File: config.mk
export PLATFORM = sky130hd
export DESIGN_NAME = mems_spi_master
export DESIGN_NICKNAME = d
export VERILOG_FILES = /design/src/rtl/mems_pkg.sv /design/src/rtl/mems_spi_tick.sv /design/src/rtl/mems_spi_master.sv
export SDC_FILE = /design/constraint.sdc
export NUM_CORES = 1
export LEC_CHECK = 0
export ABC_AREA = 1
export BUFFER_PORTS_ARGS = -buffer_cell sky130_fd_sc_hd__buf_4
export CAP_MARGIN = 5
export CORE_MARGIN = 4
export CORE_UTILIZATION = 57
export CTS_CLUSTER_DIAMETER = 200
export DETAILED_ROUTE_END_ITERATION = 10
export GPL_TIMING_DRIVEN = 1
export PLACE_DENSITY = 0.85
export SYNTH_ARGS = -nofsm -noshare
export SYNTH_HDL_FRONTEND = slang
export SYNTH_HIERARCHICAL = 1
export SYNTH_SLANG_ARGS = --single-unit
File: constraint.sdc
create_clock -name clk -period 3.1 [get_ports clk]
set_input_delay 0.155 -clock clk [delete_from_list [all_inputs] [get_ports clk]]
set_output_delay 0.155 -clock clk [all_outputs]
set_load 0.02 [all_outputs]
File: src/rtl/mems_pkg.sv
// Shared MEMS definitions: frame width used by the sequencer, the DAC command ROM and the SPI master,
// plus the SPI master state encoding.
package mems_pkg;

    localparam int MEMS_WORD_W = 24;

    typedef enum logic [2:0] {
        ST_IDLE  = 3'd0,
        ST_LOAD  = 3'd1,
        ST_SETUP = 3'd2,
        ST_SHIFT = 3'd3,
        ST_HOLD  = 3'd4,
        ST_GAP   = 3'd5
    } spi_state_t;

    function automatic int max4(input int a, input int b, input int c, input int d);
        int m;
        m = a;
        if (b > m) m = b;
        if (c > m) m = c;
        if (d > m) m = d;
        return m;
    endfunction

endpackage

File: src/rtl/mems_spi_tick.sv
// Reloadable down-counter; tick is high in the last cycle of a loaded interval of load_val cycles.
module mems_spi_tick #(
    parameter int CNT_W = 3
) (
    input  logic             clk,
    input  logic             rst_n,
    input  logic             load,
    input  logic [CNT_W-1:0] load_val,
    input  logic             en,
    output logic             tick
);

    logic [CNT_W-1:0] cnt;

    always_ff @(posedge clk or negedge rst_n) begin
        if (!rst_n) begin
            cnt <= '0;
        end else if (load) begin
            cnt <= load_val - CNT_W'(1);
        end else if (en && (cnt != '0)) begin
            cnt <= cnt - CNT_W'(1);
        end
    end

    assign tick = en && (cnt == '0);

endmodule

File: src/rtl/mems_spi_master.sv
// Write-only SPI master for the MEMS mirror DAC: one frame of WORD_W bits, MSB first,
// SCLK idle high, DIN changed on SCLK rise so it is stable at every SCLK fall.
module mems_spi_master
    import mems_pkg::*;
#(
    parameter int WORD_W   = MEMS_WORD_W,
    parameter int CLK_DIV  = 2,
    parameter int CS_SETUP = 2,
    parameter int CS_HOLD  = 2,
    parameter int MIN_GAP  = 4
) (
    input  logic              clk,
    input  logic              rst_n,
    input  logic              start,
    input  logic [WORD_W-1:0] data_in,
    output logic              busy,
    output logic              done,
    output logic              spi_sync_n,
    output logic              spi_sclk,
    output logic              spi_mosi
);

    localparam int CNT_W = $clog2(max4(CLK_DIV, CS_SETUP, CS_HOLD, MIN_GAP) + 1);
    localparam int BIT_W = $clog2(WORD_W);

    spi_state_t        state;
    spi_state_t        state_next;
    logic [WORD_W-1:0] shreg;
    logic [BIT_W-1:0]  bit_cnt;
    logic              phase_high;
    logic              tmr_load;
    logic [CNT_W-1:0]  tmr_val;
    logic              tmr_en;
    logic              tick;

    mems_spi_tick #(
        .CNT_W (CNT_W)
    ) u_tick (
        .clk      (clk),
        .rst_n    (rst_n),
        .load     (tmr_load),
        .load_val (tmr_val),
        .en       (tmr_en),
        .tick     (tick)
    );

    always_ff @(posedge clk or negedge rst_n) begin
        if (!rst_n) begin
            state <= ST_IDLE;
        end else begin
            state <= state_next;
        end
    end

    // Every timed state reloads the tick counter on entry, so no counter ever wraps.
    always_comb begin
        state_next = state;
        tmr_load   = 1'b0;
        tmr_val    = '0;
        tmr_en     = 1'b0;
        case (state)
            ST_IDLE: begin
                if (start) state_next = ST_LOAD;
            end
            ST_LOAD: begin
                state_next = ST_SETUP;
                tmr_load   = 1'b1;
                tmr_val    = CNT_W'(CS_SETUP);
            end
            ST_SETUP: begin
                tmr_en = 1'b1;
                if (tick) begin
                    state_next = ST_SHIFT;
                    tmr_load   = 1'b1;
                    tmr_val    = CNT_W'(CLK_DIV);
                end
            end
            ST_SHIFT: begin
                tmr_en = 1'b1;
                if (tick) begin
                    tmr_load = 1'b1;
                    if (phase_high && (bit_cnt == '0)) begin
                        state_next = ST_HOLD;
                        tmr_val    = CNT_W'(CS_HOLD);
                    end else begin
                        tmr_val = CNT_W'(CLK_DIV);
                    end
                end
            end
            ST_HOLD: begin
                tmr_en = 1'b1;
                if (tick) begin
                    state_next = ST_GAP;
                    tmr_load   = 1'b1;
                    tmr_val    = CNT_W'(MIN_GAP);
                end
            end
            ST_GAP: begin
                tmr_en = 1'b1;
                if (tick) state_next = ST_IDLE;
            end
            default: begin
                state_next = ST_IDLE;
            end
        endcase
    end

    always_ff @(posedge clk or negedge rst_n) begin
        if (!rst_n) begin
            busy       <= 1'b0;
            done       <= 1'b0;
            spi_sync_n <= 1'b1;
            spi_sclk   <= 1'b1;
            spi_mosi   <= 1'b0;
            shreg      <= '0;
            bit_cnt    <= '0;
            phase_high <= 1'b0;
        end else begin
            busy <= (state_next != ST_IDLE);
            done <= (state == ST_GAP) && (state_next == ST_IDLE);
            case (state)
                ST_LOAD: begin
                    shreg      <= data_in;
                    spi_mosi   <= data_in[WORD_W-1];
                    spi_sync_n <= 1'b0;
                end
                ST_SETUP: begin
                    if (tick) begin
                        spi_sclk   <= 1'b0;
                        phase_high <= 1'b0;
                        bit_cnt    <= BIT_W'(WORD_W - 1);
                    end
                end
                ST_SHIFT: begin
                    // Next bit goes out on the rising edge, a full half-period before the DAC samples it.
                    if (tick) begin
                        if (!phase_high) begin
                            spi_sclk   <= 1'b1;
                            phase_high <= 1'b1;
                            shreg      <= {shreg[WORD_W-2:0], 1'b0};
                            spi_mosi   <= shreg[WORD_W-2];
                        end else if (bit_cnt != '0) begin
                            spi_sclk   <= 1'b0;
                            phase_high <= 1'b0;
                            bit_cnt    <= bit_cnt - BIT_W'(1);
                        end
                    end
                end
                ST_HOLD: begin
                    if (tick) spi_sync_n <= 1'b1;
                end
                ST_IDLE, ST_GAP: begin
                end
                default: begin
                    spi_sync_n <= 1'b1;
                    spi_sclk   <= 1'b1;
                    spi_mosi   <= 1'b0;
                end
            endcase
        end
    end

endmodule

Word-level counts from Yosys, hierarchy flattened --
Index checks and enable logic that the tools add are counted.
Storage, ports and cells: register bits after elaboration 40, output and inout port bits 5
Operators by class: add/sub/neg operators 3, eq/ne operators 12, muxes and demuxes 37, bitwise logic cells 3, reduce and logical (&&, ||, !) cells 26
Operators by type and width (count):
- $mux W23 | 2
- $pmux W23 S2 | 1
- $mux W3 | 9
- $mux W5 | 4
- $pmux W3 S6 | 1
- $reduce_or A4 Y1 | 4
- $mux W1 | 12
- $ne A2 B2 Y1 const B | 6
- $pmux W5 S2 | 1
- $logic_not A3 Y1 | 3
- $pmux W1 S3 | 3
- $pmux W3 S3 | 1
- $reduce_and A3 Y1 | 3
- $eq A3 B2 Y1 const B | 2
- $eq A3 B3 Y1 const B | 2
- $reduce_bool A2 Y1 | 3
- $reduce_bool A3 Y1 | 2
- $sub A3 B1 Y3 const B | 2
- $logic_not A5 Y1 | 1
- $reduce_and A5 Y1 | 1
- $reduce_bool A5 Y1 | 1
- $sub A5 B1 Y5 const B | 1
- $logic_and A1 B1 Y1 | 4
- $pmux W1 S2 | 2
- 8 further kinds | 10

Longest topological paths before layout --
word-level depth 8, mapped depth 17, mapped depth without buffers 17

Hierarchy --
Netlist, hierarchy kept.
By module, submodules not included:
- mems_spi_master | instances 1, cells each 242, area an instance 1973.1 sq um, sequential area each 928.4 sq um
- mems_spi_tick | instances 1, cells each 36, area an instance 227.7 sq um, sequential area each 75.1 sq um

Worst setup path after synthesis --
Ideal clock, no wire load.
path kind register -> register, start point register state[2], end point register u_tick.cnt[2], data arrival time 2.197 ns, required time 2.984 ns, setup slack 0.787 ns, cell stages (with the launch flop) 17, buffers on the path 0, period minus slack after synthesis 2.313 ns, path through dfrtp_1 inv_1 ha_1 inv_1 nor2_1 inv_1 nor2_1 nand2_1 nand3_1 inv_2 o21ai_2 ha_1 inv_1 nand3_1 nand2_1 nand2_1 nand2_1
RTL lines:
- start: declaration | line mems_spi_master.sv:26 | spi_state_t state;
- start signal: assignment | line mems_spi_master.sv:51 | state <= state_next;
- $eq A3 B3 Y1 or $eq A3 B2 Y1 (tied branches) | line mems_spi_master.sv:61 | case (state)
- $reduce_or A4 Y1 (no source line) (*)
- $mux W1 (*) | line mems_spi_master.sv:61
- net tmr_en | line mems_spi_master.sv:33 | logic tmr_en;
- $logic_and A1 B1 Y1 (*) | line mems_spi_tick.sv:25 | assign tick = en && (cnt == '0);
- net tick | line mems_spi_master.sv:34 | logic tick;
- $mux W1 (*) | line mems_spi_master.sv:72, mems_spi_master.sv:80, mems_spi_master.sv:92
- $pmux W1 S2 (*) | line mems_spi_master.sv:61
- net tmr_load | line mems_spi_master.sv:31 | logic tmr_load;
- $mux W3 or $reduce_bool A2 Y1 (tied branches)
- end signal: assignment | line mems_spi_tick.sv:19 | cnt <= load_val - CNT_W'(1);
- end signal: assignment | line mems_spi_tick.sv:21 | cnt <= cnt - CNT_W'(1);
- end: declaration | line mems_spi_tick.sv:13 | logic [CNT_W-1:0] cnt;
Mark *: on every way through the listed nets, which the timed path passes. The rest lies on a longest branch. A chain may end at the register's enable or synchronous reset.

Worst setup path after layout --
Same ends and word-level chain as after synthesis.

==> summary.txt <==
Clock network
  – CTS buffer count: 5
  – Clock transition at the registers of the reported paths: ~80 ps
  – Setup Fix Bufs, Post-CTS: 0
  – Clk root buf: clkbuf_8
  – Clock Tree Buf Depth: 2
  – CTS tree: yes
  – Number of clock sinks: 40
  – Clk_lat worst skew: 290 ps
  – # H-tree levels: 2

Power
  – Sw Share: ~44%
  – Clock Power Share: 14.1%
  – Reg power frac: about a third
  – Leakage Power: ~1.3 nW
  – PD cells: between 1000 and 1500 nW/um2
  – Internal Dissipation: about 1.4 mW
  – P_sw: 1.14 mW
  – Max IR drop VDD: 538 uV
  – Logic pwr share: 50.6%

Logic synthesis
  – Seq/Total Area, Yosys: 45.6%
  – Post-synthesis register bit count: 40
  – Post-Synth Simple-Gate Area: 18.2%
  – Adder-cell share of the synthesized area: under 10%
  – Mapped Cells: 278
  – Post-synthesis cell type count: 27
  – Avg Cell Area, Syn: 7.92 um2
  – Synth Warn #: 6
  – Syn Nets: 312
  – Post-synthesis xor/xnor area fraction: 1.19%
  – Synth Area in Compound Gates: 19.2%
  – Netlist Area Pre-Place: 2200 um2
  – Largest family of logic cells by synthesized area: compound AO/OA/AOI/OAI gates
  – Mux contribution to synthesized area: 0%

Detailed routing
  – Initial DRC count: 156
  – Drt pass-1 iters: 4
  – Post-route ant nets: 0
  – Drt via density: 5.06
  – Drt wl/cell: about 12 um
  – Final WL: 4.30 mm
  – Total number of vias: about 1,800
  – Drc violations: 0

Place
  – Final Wtd Congestion: 0.888
  – IO buf count: 31
  – Pre-CTS setup slack: between 500 and 600 ps
  – HPWL Detailed: 3.06 mm
  – Placed instance count: 349

Global route
  – Vias in the first global route: 1,765
  – GRT Total Usage: around a fifth
  – GRT overflow: 0
  – First-pass GRT wire length: around 7.5 mm
  – Largest net degree at the start of global routing: 47
  – Initial antenna violation count: 0

Timing
  – Worst-Margin Slew: ~660 ps
  – Fin crit share: 84.4%
  – Fin. Hold Viols: 0
  – Clk_skew: between 4 and 5 ps
  – Setup ws final: 485 ps
  – Fmax: approximately 380 MHz
  – Max Slew Vio Count: 0
  – Slew HR: 55.7%
  – Crit path time final: 2620 ps
  – Final setup violation count: 0
  – Setup TNS Final: 0 ps
  – RSZ-0062 raised after global routing: false

Setup path
  – Critical path endpoint category: register
  – CP peak stage delay: 480 ps
  – Critical path cell sequence: inv_1 -> ha_1 -> inv_1 -> nor2_1 -> inv_1 -> nor2_1 -> nand2_1 -> nand3_1 -> inv_2 -> o21ai_2 -> ha_1 -> inv_1 -> nand3_1 -> nand2_1 -> nand2_1 -> nand2_1
  – Buffers & Inverters on Critical Path: 5
  – Critical setup path kind: register to register
  – CP required: approximately 3300 ps
  – CP top delay family: simple AND/OR/NAND/NOR gates
  – WP data arrival: 2810 ps
  – CP Launch Type: register
  – Critical Path Slowest Stage Cell: dfrtp_1
  – Crit-path max FO: 9

Die
  – Core ar.: 3690 um2
  – Initial core utilization: between 50% and 60%
  – Site Rows: 22
  – Die span in x: between 70 and 80 um
  – Die area: between 4000 and 5000 um2
  – Number of I/O pins: 32
  – Die Height: 70.1 um

Finish
  – Area Growth Syn to Fin: 15.8%
  – Diode count: 0
  – Layout cell share with drive strength beyond 1: 16.8%
  – Final std cells w/o fill: around 360
  – Most frequent cells in the layout: 59 x nand2_1, 49 x inv_1, 38 x dfrtp_1
  – Fin util: 69.1%
  – NumNets Final: approximately 340
  – Commonest non-fill, non-tap cell in the layout: nand2_1

Run status
  – Status: completed

Job
  – Max-Cap Viols: 0

Worst hold path
  – Hold WC Path Type: primary input to register
## area by class of cell
class / count / area [um2]
Fill cell: 318 / 1140
Clock buffer: 7 / 86.3
Inverter: 51 / 191
Tap cell: 48 / 60.1
Timing Repair Buffer: 34 / 258
Sequential cell: 40 / 1000
Multi-Input combinational cell: 177 / 942
Clock inverter: 1 / 7.51
## metrics by stage
| stage | total power, mW | hold slack, ps | area [um2] |
|---|---|---|---|
| floorplan | 1.95 | -141 | 2200 |
| global placement | 2.15 | 161 | 2440 |
| detailed placement | 2.21 | 156 | 2440 |
| CTS | 2.59 | 86.1 | 2550 |
| global route | 2.84 | 121 | 2550 |
| finish | 2.57 | 93.2 | 2550 |
## path summary, 6_finish.rpt
path,endpoint,slack [ps],startpoint,cells after the start
setup / recovery,u_tick/cnt[2],480,state[2],16
hold / removal,shreg[0],90,data_in[0],3
setup reg to reg,u_tick/cnt[2],480,state[2],16
hold reg to reg,spi_sync_n,480,spi_sync_n,2
max in group asynchronous,spi_sclk,2370,rst_n,2
min in group asynchronous,shreg[2],370,rst_n,2
## kinds of logic after synthesis
family	count (synthesis)
simple gates	96
compound gates	70
buf+inv	61
flops	40
fa+ha+maj	7
xor+xnor	3
other cells	1
## layer usage
metal | track usage (%) | vias to the layer above | wire (um)
li1 | - | 949 | -
met1 | 24.5 | 825 | 2020
met2 | 30.6 | 32 | 2030
met3 | 5.18 | 6 | 165
met4 | 7.23 | 0 | 74
met5 | 0 | - | 0
## repair_timing
action,CTS,global route
setup endpoints to repair,0,0
hold endpoints to repair,38,0
resized for setup,0,0
hold buffers,1,0
## cells in the mapped netlist
| master | number | share of area (%) |
|---|---|---|
| nand2_1 | 59 | 10 |
| inv_1 | 49 | 8.4 |
| dfrtp_1 | 38 | 43 |
| o21ai_0 | 32 | 7.3 |
| o211ai_1 | 22 | 7.5 |
| nor2_1 | 16 | 2.7 |
| nand3_1 | 13 | 3.0 |
| a21oi_1 | 7 | 1.6 |
| ha_1 | 7 | 4.0 |
| o21ai_1 | 6 | 1.4 |
| nand2_2 | 4 | 1.1 |
| clkbuf_1 | 3 | 0.51 |
| xor2_1 | 3 | 1.2 |
| buf_2 | 2 | 0.45 |
| buf_4 | 2 | 0.68 |
| buf_6 | 2 | 1.0 |
| dfstp_2 | 2 | 2.4 |
| inv_2 | 2 | 0.34 |
| a21oi_4 | 1 | 0.74 |
| a22oi_1 | 1 | 0.34 |
| clkbuf_2 | 1 | 0.23 |
| conb_1 | 1 | 0.17 |
| nand4_1 | 1 | 0.28 |
| nor2_2 | 1 | 0.28 |
| nor2_4 | 1 | 0.51 |
| o21ai_2 | 1 | 0.40 |
| or2_1 | 1 | 0.28 |
## sequential cells by signal, summed over array words and instances (netlist names)
signal	count
shreg	23
phase_high	1
spi_sync_n	1
busy	1
done	1
u_tick/cnt	3
spi_mosi	1
state	3
spi_sclk	1
bit_cnt	5
## power groups by stage
stage | Clock [mW] | Sequential [mW] | Combinational [mW]
6_report | 0.363 | 0.905 | 1.30
5_1_grt | 0.394 | 0.935 | 1.51
4_1_cts | 0.371 | 0.908 | 1.31
3_5_place_dp | 0 | 0.918 | 1.29
3_3_place_gp | 0 | 0.907 | 1.24
2_1_floorplan | 0 | 0.919 | 1.03
## worst reg2reg max path, cell delays in order (launching register included)
cell,delay (ps)
dfrtp_1,480
inv_1,150
ha_1,340
inv_1,60
nor2_1,250
inv_1,150
nor2_1,130
nand2_1,100
nand3_1,160
inv_2,110
o21ai_2,150
ha_1,190
inv_1,40
nand3_1,70
nand2_1,50
nand2_1,50
nand2_1,40
Note: power is estimated with default switching activity, not from simulation.
